$ cat config.mk
export PLATFORM = sky130hd
export DESIGN_NAME = mini_alu_16bit_mul_seq_flat
export DESIGN_NICKNAME = d
export VERILOG_FILES = /design/src/rtl/mini_alu_16bit_mul_seq_if.sv /design/src/rtl/mini_alu_16bit_mul_seq.sv /design/src/flat_wrapper.sv
export SDC_FILE = /design/constraint.sdc
export NUM_CORES = 1
export LEC_CHECK = 0
export CAP_MARGIN = 40
export CORE_UTILIZATION = 32
export CTS_CLUSTER_SIZE = 14
export DETAILED_ROUTE_END_ITERATION = 7
export GPL_TIMING_DRIVEN = 0
export PLACE_DENSITY = 0.54
export RECOVER_POWER = 100
export SLEW_MARGIN = 15
export SYNTH_ARGS = -nofsm -noshare
export SYNTH_HDL_FRONTEND = slang
export SYNTH_SLANG_ARGS = --single-unit
$ cat constraint.sdc
create_clock -name clk -period 3.6 [get_ports clk]
set_input_delay 0.72 -clock clk [delete_from_list [all_inputs] [get_ports clk]]
set_output_delay 0.72 -clock clk [all_outputs]
set_load 0.02 [all_outputs]
$ cat src/rtl/mini_alu_16bit_mul_seq_if.sv
// Handshake bundle for the iterative multiplier: operand channel, result channel, cancel and status.
interface mini_alu_16bit_mul_seq_if #(
    parameter int unsigned WIDTH = 16
);
    logic               in_valid;
    logic               in_ready;
    logic [WIDTH-1:0]   data0;
    logic [WIDTH-1:0]   data1;
    logic               abort;
    logic               busy;
    logic               out_valid;
    logic               out_ready;
    logic [2*WIDTH-1:0] product;
    logic               overflow;

    modport master (
        output in_valid, data0, data1, abort, out_ready,
        input  in_ready, busy, out_valid, product, overflow
    );

    modport slave (
        input  in_valid, data0, data1, abort, out_ready,
        output in_ready, busy, out_valid, product, overflow
    );
endinterface

$ cat src/rtl/mini_alu_16bit_mul_seq.sv
// Shift-add multiplier: one WIDTH-bit adder stepped over WIDTH cycles, valid/ready on both sides.
module mini_alu_16bit_mul_seq #(
    parameter int unsigned WIDTH = 16
) (
    input  logic                          clk,
    input  logic                          rst_n,
    mini_alu_16bit_mul_seq_if.slave       bus
);
    localparam int unsigned CW = (WIDTH > 2) ? $clog2(WIDTH) : 1;

    typedef enum logic [1:0] {
        S_IDLE = 2'd0,
        S_CALC = 2'd1,
        S_DONE = 2'd2
    } state_e;

    state_e           state_q, state_d;
    logic [CW-1:0]    cnt_q, cnt_d;
    logic [WIDTH-1:0] mcand_q, mcand_d;
    logic [WIDTH-1:0] mplier_q, mplier_d;
    logic [WIDTH:0]   acc_q, acc_d;
    logic [WIDTH-1:0] addend;
    logic [WIDTH:0]   sum;
    // Holds in_ready low until the first edge after reset release.
    logic             live_q;

    always_ff @(posedge clk or negedge rst_n) begin
        if (!rst_n) begin
            state_q  <= S_IDLE;
            cnt_q    <= '0;
            mcand_q  <= '0;
            mplier_q <= '0;
            acc_q    <= '0;
            live_q   <= 1'b0;
        end else begin
            state_q  <= state_d;
            cnt_q    <= cnt_d;
            mcand_q  <= mcand_d;
            mplier_q <= mplier_d;
            acc_q    <= acc_d;
            live_q   <= 1'b1;
        end
    end

    always_comb begin
        state_d  = state_q;
        cnt_d    = cnt_q;
        mcand_d  = mcand_q;
        mplier_d = mplier_q;
        acc_d    = acc_q;
        addend   = mplier_q[0] ? mcand_q : '0;
        sum      = {1'b0, acc_q[WIDTH-1:0]} + {1'b0, addend};

        unique case (state_q)
            S_IDLE: begin
                if (bus.in_valid && live_q) begin
                    mcand_d  = bus.data0;
                    mplier_d = bus.data1;
                    acc_d    = '0;
                    cnt_d    = '0;
                    state_d  = S_CALC;
                end
            end
            S_CALC: begin
                if (bus.abort) begin
                    cnt_d   = '0;
                    state_d = S_IDLE;
                end else begin
                    // Carry lands in the accumulator MSB; the low product bits shift into mplier.
                    {acc_d, mplier_d} = {1'b0, sum, mplier_q[WIDTH-1:1]};
                    cnt_d = cnt_q + 1'b1;
                    if (cnt_q == CW'(WIDTH - 1)) begin
                        state_d = S_DONE;
                    end
                end
            end
            S_DONE: begin
                if (bus.abort || bus.out_ready) begin
                    cnt_d   = '0;
                    state_d = S_IDLE;
                end
            end
            default: begin
                state_d = S_IDLE;
            end
        endcase
    end

    assign bus.in_ready  = live_q && (state_q == S_IDLE);
    assign bus.busy      = (state_q != S_IDLE);
    assign bus.out_valid = (state_q == S_DONE);
    assign bus.product   = {acc_q[WIDTH-1:0], mplier_q};
    assign bus.overflow  = |acc_q;
endmodule

$ cat src/flat_wrapper.sv
// flat-port wrapper written by rule: the top's interface ports become plain ports
module mini_alu_16bit_mul_seq_flat 
#(
    parameter int unsigned WIDTH = 16
)
  (clk, rst_n, bus_in_valid, bus_data0, bus_data1, bus_abort, bus_out_ready, bus_in_ready, bus_busy, bus_out_valid, bus_product, bus_overflow);
  mini_alu_16bit_mul_seq_if #(.WIDTH(WIDTH)) bus_i ();
  input  logic clk;
  input  logic rst_n;
  input wire logic [$bits(bus_i.in_valid)-1:0] bus_in_valid;
  input wire logic [$bits(bus_i.data0)-1:0] bus_data0;
  input wire logic [$bits(bus_i.data1)-1:0] bus_data1;
  input wire logic [$bits(bus_i.abort)-1:0] bus_abort;
  input wire logic [$bits(bus_i.out_ready)-1:0] bus_out_ready;
  output wire logic [$bits(bus_i.in_ready)-1:0] bus_in_ready;
  output wire logic [$bits(bus_i.busy)-1:0] bus_busy;
  output wire logic [$bits(bus_i.out_valid)-1:0] bus_out_valid;
  output wire logic [$bits(bus_i.product)-1:0] bus_product;
  output wire logic [$bits(bus_i.overflow)-1:0] bus_overflow;
  assign bus_i.in_valid = bus_in_valid;
  assign bus_i.data0 = bus_data0;
  assign bus_i.data1 = bus_data1;
  assign bus_i.abort = bus_abort;
  assign bus_i.out_ready = bus_out_ready;
  assign bus_in_ready = bus_i.in_ready;
  assign bus_busy = bus_i.busy;
  assign bus_out_valid = bus_i.out_valid;
  assign bus_product = bus_i.product;
  assign bus_overflow = bus_i.overflow;
  mini_alu_16bit_mul_seq #(.WIDTH(WIDTH)) u_core (.clk(clk), .rst_n(rst_n), .bus(bus_i));
endmodule
==> reports/metrics.csv <==
stage;metric;value;unit
status;outcome;finished clean;
die;Starting Density;0.331;
synth;Synth Area in XOR/XNOR;0.0189;
synth;largest family of logic cells by synthesized area;simple AND/OR/NAND/NOR gates;
sta;Slew Viols, Final;0;
cells_and_area;Non-Filler Cell Area, Final;4200;um2
power;switching pwr;916;uW
sta;final hold slack;0.482;ns
worst_setup_path;Worst Path Max Fanout;10;
synth;mapped cell area;3240;um2
synth;Yosys top cell area share;0.425;
clock_network;clock-pin slew on the worst setup and hold paths;0.12;ns
die;core region area;9770;um2
cells_and_area;net count reported at finish;504;
sta;Setup Skew;0.0128;ns
synth;post-synthesis async set-or-reset flop share;1.00;
synth;Synth area leader;dfrtp_1;
clock_network;number of CTS-inserted buffers;5;
clock_network;Clock Path Buffers;2;
synth;EDFF count, synth;0;
global_routing;vias in the first global route;2938;
synth;ys flop type;dfrtp_1;
worst_setup_path;CP Cell Sequence;clkbuf_1 > and2_0 > ha_1 > inv_1 > fa_1 > and2b_1 > o2111ai_2 > a2111oi_2 > nor4_1 > or3b_1;
placement;dpl cell area;4120;um2
clock_network;Clock H-tree levels;2;
synth;Synth Instances;370;
drt;antenna viol nets, final;0;
synth;complex-gate fraction of the synthesized area;0.167;
power;sequential power share;0.398;
synth;Synth Area in Adders;0.0719;
drt;drt drc;0;
clock_network;cts repair resizes;0;
die;DIE AREA;10500;um2
global_routing;initial antenna violation count;0;
sta;crit path time final;3.22;ns
cells_and_area;ANT cells;0;
synth;syn_nets;425;
min_path;worst min path class;reg -> reg;
global_routing;grt ovf;0;
worst_setup_path;WP data required;3.80;ns
power;Logic pwr share;0.428;
power;VDD IR max;209;uV
global_routing;M2 GR Usage;0.295;
cells_and_area;P&R area growth vs syn;29.8;%
die;die width;103;um
die;FP Rows;36;
power;Clock Power Share;0.173;
global_routing;gr usage total;0.183;
sta;period utilization;0.893;
drt;final WL;8950;um
die;Die H;103;um
worst_setup_path;critical path launch point type;flip-flop;
clock_network;CTS tree;built;
synth;post-synth cell types;52;
flow_run;Max-Cap Viols;0;
drt;Vias/cell;4.94;
sta;final hold vios;0;
synth;Avg Inst Size Synth;8.74;um2
drt;DR WL/cell;15.3;um
power;Pwr Density;527;nW/um2
synth;Post-Synth Simple-Gate Area;0.222;
sta;RSZ-0062 raised after global routing;false;
drt;Iter 0 DRT Violations;107;
clock_network;total setup buffers inserted after CTS;0;
global_routing;Top Usage Layer GRT;met2;
power;Sw Ratio;0.414;
power;leakage;1.95;nW
synth;Post-synth top cells;nand2_1, dfrtp_1, o21ai_0;
worst_setup_path;slowest stage delay, CP;0.56;ns
cells_and_area;Final Core Density;0.430;
clock_network;count of hold-fix buffers inserted at cts;0;
placement;IO buf count;72;
drt;vias;2882;
placement;GPL Wtd Cong;0.910;
global_routing;first-pass GRT wire length;14700;um
global_routing;met1 usage;0.251;
sta;Final Setup Violations;0;
clock_network;Num Clock Sinks;55;
synth;#FFs+latches synth;55;
synth;ranking of synthesized cells by area;dfrtp_1, nand2_1, ha_1, o21ai_0, mux2i_1;
clock_network;worst-skew pair later-pin latency;0.33;ns
drt;1st-pass router iterations;4;
power;Internal;1.30;mW
global_routing;GR Layer Usage met3;0.0359;
synth;post-synthesis mux area share;0.0588;
worst_setup_path;CP Class;reg -> reg;
synth;Seq/Total Area, Yosys;0.425;
cells_and_area;fillers;1019;
clock_network;CTS root buffer;clkbuf_8;
placement;HPWL Detailed;6500;um
synth;count leader, synth;nand2_1;
sta;Max Clk Rate;0.311;GHz
worst_setup_path;crit path DAT;3.42;ns
sta;worst relative slew slack;0.0482;
die;Ports;73;
global_routing;largest net degree at the start of global routing;56;
cells_and_area;fraction of layout cells with a size suffix above 1;0.0356;
sta;worst-margin pin slew;1.43;ns
worst_setup_path;slowest CP cell;dfrtp_1;
synth;Synth Warn #;0;
worst_setup_path;crit path capture type;flip-flop;
## cell usage in the layout (no fill, tap or decap), types with 4 or more instances in the layout
| master | synthesis | final |
|---|---|---|
| a21o_1 | 4 | 4 |
| a21oi_1 | 20 | 20 |
| and2_1 | 17 | 15 |
| clkbuf_1 | 10 | 15 |
| clkbuf_8 | 0 | 5 |
| clkdlybuf4s50_1 | 0 | 33 |
| dfrtp_1 | 55 | 55 |
| dlygate4sd3_1 | 0 | 38 |
| ha_1 | 17 | 17 |
| inv_1 | 9 | 9 |
| mux2i_1 | 19 | 19 |
| nand2_1 | 96 | 96 |
| nand3_1 | 6 | 6 |
| nand4_1 | 6 | 6 |
| nor2_1 | 6 | 7 |
| nor4_1 | 6 | 6 |
| o21ai_0 | 39 | 39 |
| or3_1 | 4 | 4 |
| xnor2_1 | 4 | 4 |
## critical path: cells and delay by family, from the launching register on
family                     cells  cell delay [ns]
adders and majority gates      2             0.59
DFF                            1             0.56
buffers and inverters          2             0.48
and+or+nand+nor                4             0.92
AOI/OAI and AO/OA              2             0.55
## final cells by class
type	count	area [um2]	share of cell area
clock buffers	5	68.8	0.0164
inverters	9	33.8	0.00804
multi-input cells	288	1740	0.414
clock inverters	3	26.3	0.00626
plain buffers	18	73.8	0.0176
flip-flops and latches	55	1380	0.328
repair buffers	72	716	0.170
well taps	133	166	0.0396
## path summary, 6_finish.rpt
| path | from | to | slack (ns) | cells after the start |
|---|---|---|---|---|
| min in group asynchronous | rst_n | u_core.live_q | 0.72 | 1 |
| worst min-delay path | u_core.mcand_q[13] | u_core.mcand_q[13] | 0.48 | 2 |
| max in group asynchronous | rst_n | u_core.acc_q[11] | 2.03 | 1 |
| worst max register to register | u_core.mplier_q[0] | u_core.acc_q[13] | 0.38 | 10 |
| worst min register to register | u_core.mcand_q[13] | u_core.mcand_q[13] | 0.48 | 2 |
| worst max-delay path | u_core.mplier_q[0] | u_core.acc_q[13] | 0.38 | 10 |
## stage by stage
stage / total power, mW / setup WS (ns) / std cells / setup TNS [ns]
final: 2.21 / 0.384 / 583 / 0
after global routing: 2.38 / 0.101 / 583 / 0
after CTS: 2.29 / 0.357 / 583 / 0
after detailed placement: 1.90 / 0.387 / 575 / 0
after global placement: 1.89 / -0.0253 / 575 / -1.15
after floorplan: 1.45 / 0.864 / 370 / 0
## registers in the layout, summed over array words and instances (netlist names)
register	flops
u_core.cnt_q	4
u_core.mplier_q	16
u_core.state_q	2
u_core.live_q	1
u_core.acc_q	16
u_core.mcand_q	16
## cell families (layout without fill, tap and decap cells)
family,count (synthesis),after routing
buffers and inverters,27,107
XOR/XNOR,7,7
flip-flops,55,55
multiplexers,19,19
AND/OR/NAND/NOR,155,155
other,1,1
AO/OA/AOI/OAI,88,88
adder cells (fa/ha/maj),18,18
## power by group through the flow
stage	combinational, mW	clock (mW)	sequential, mW
detailed placement	0.996	0	0.900
global route	1.05	0.417	0.905
global placement	0.990	0	0.901
CTS	1.00	0.397	0.890
floorplan	0.469	0	0.983
finish	0.948	0.384	0.882
## per-layer routing
layer | vias to the layer above | wire length [um]
met5 | - | 0
met1 | 1351 | 4330
met2 | 75 | 4040
li1 | 1448 | -
met3 | 8 | 478
met4 | 0 | 104
Note: power is estimated with default switching activity, not from simulation.
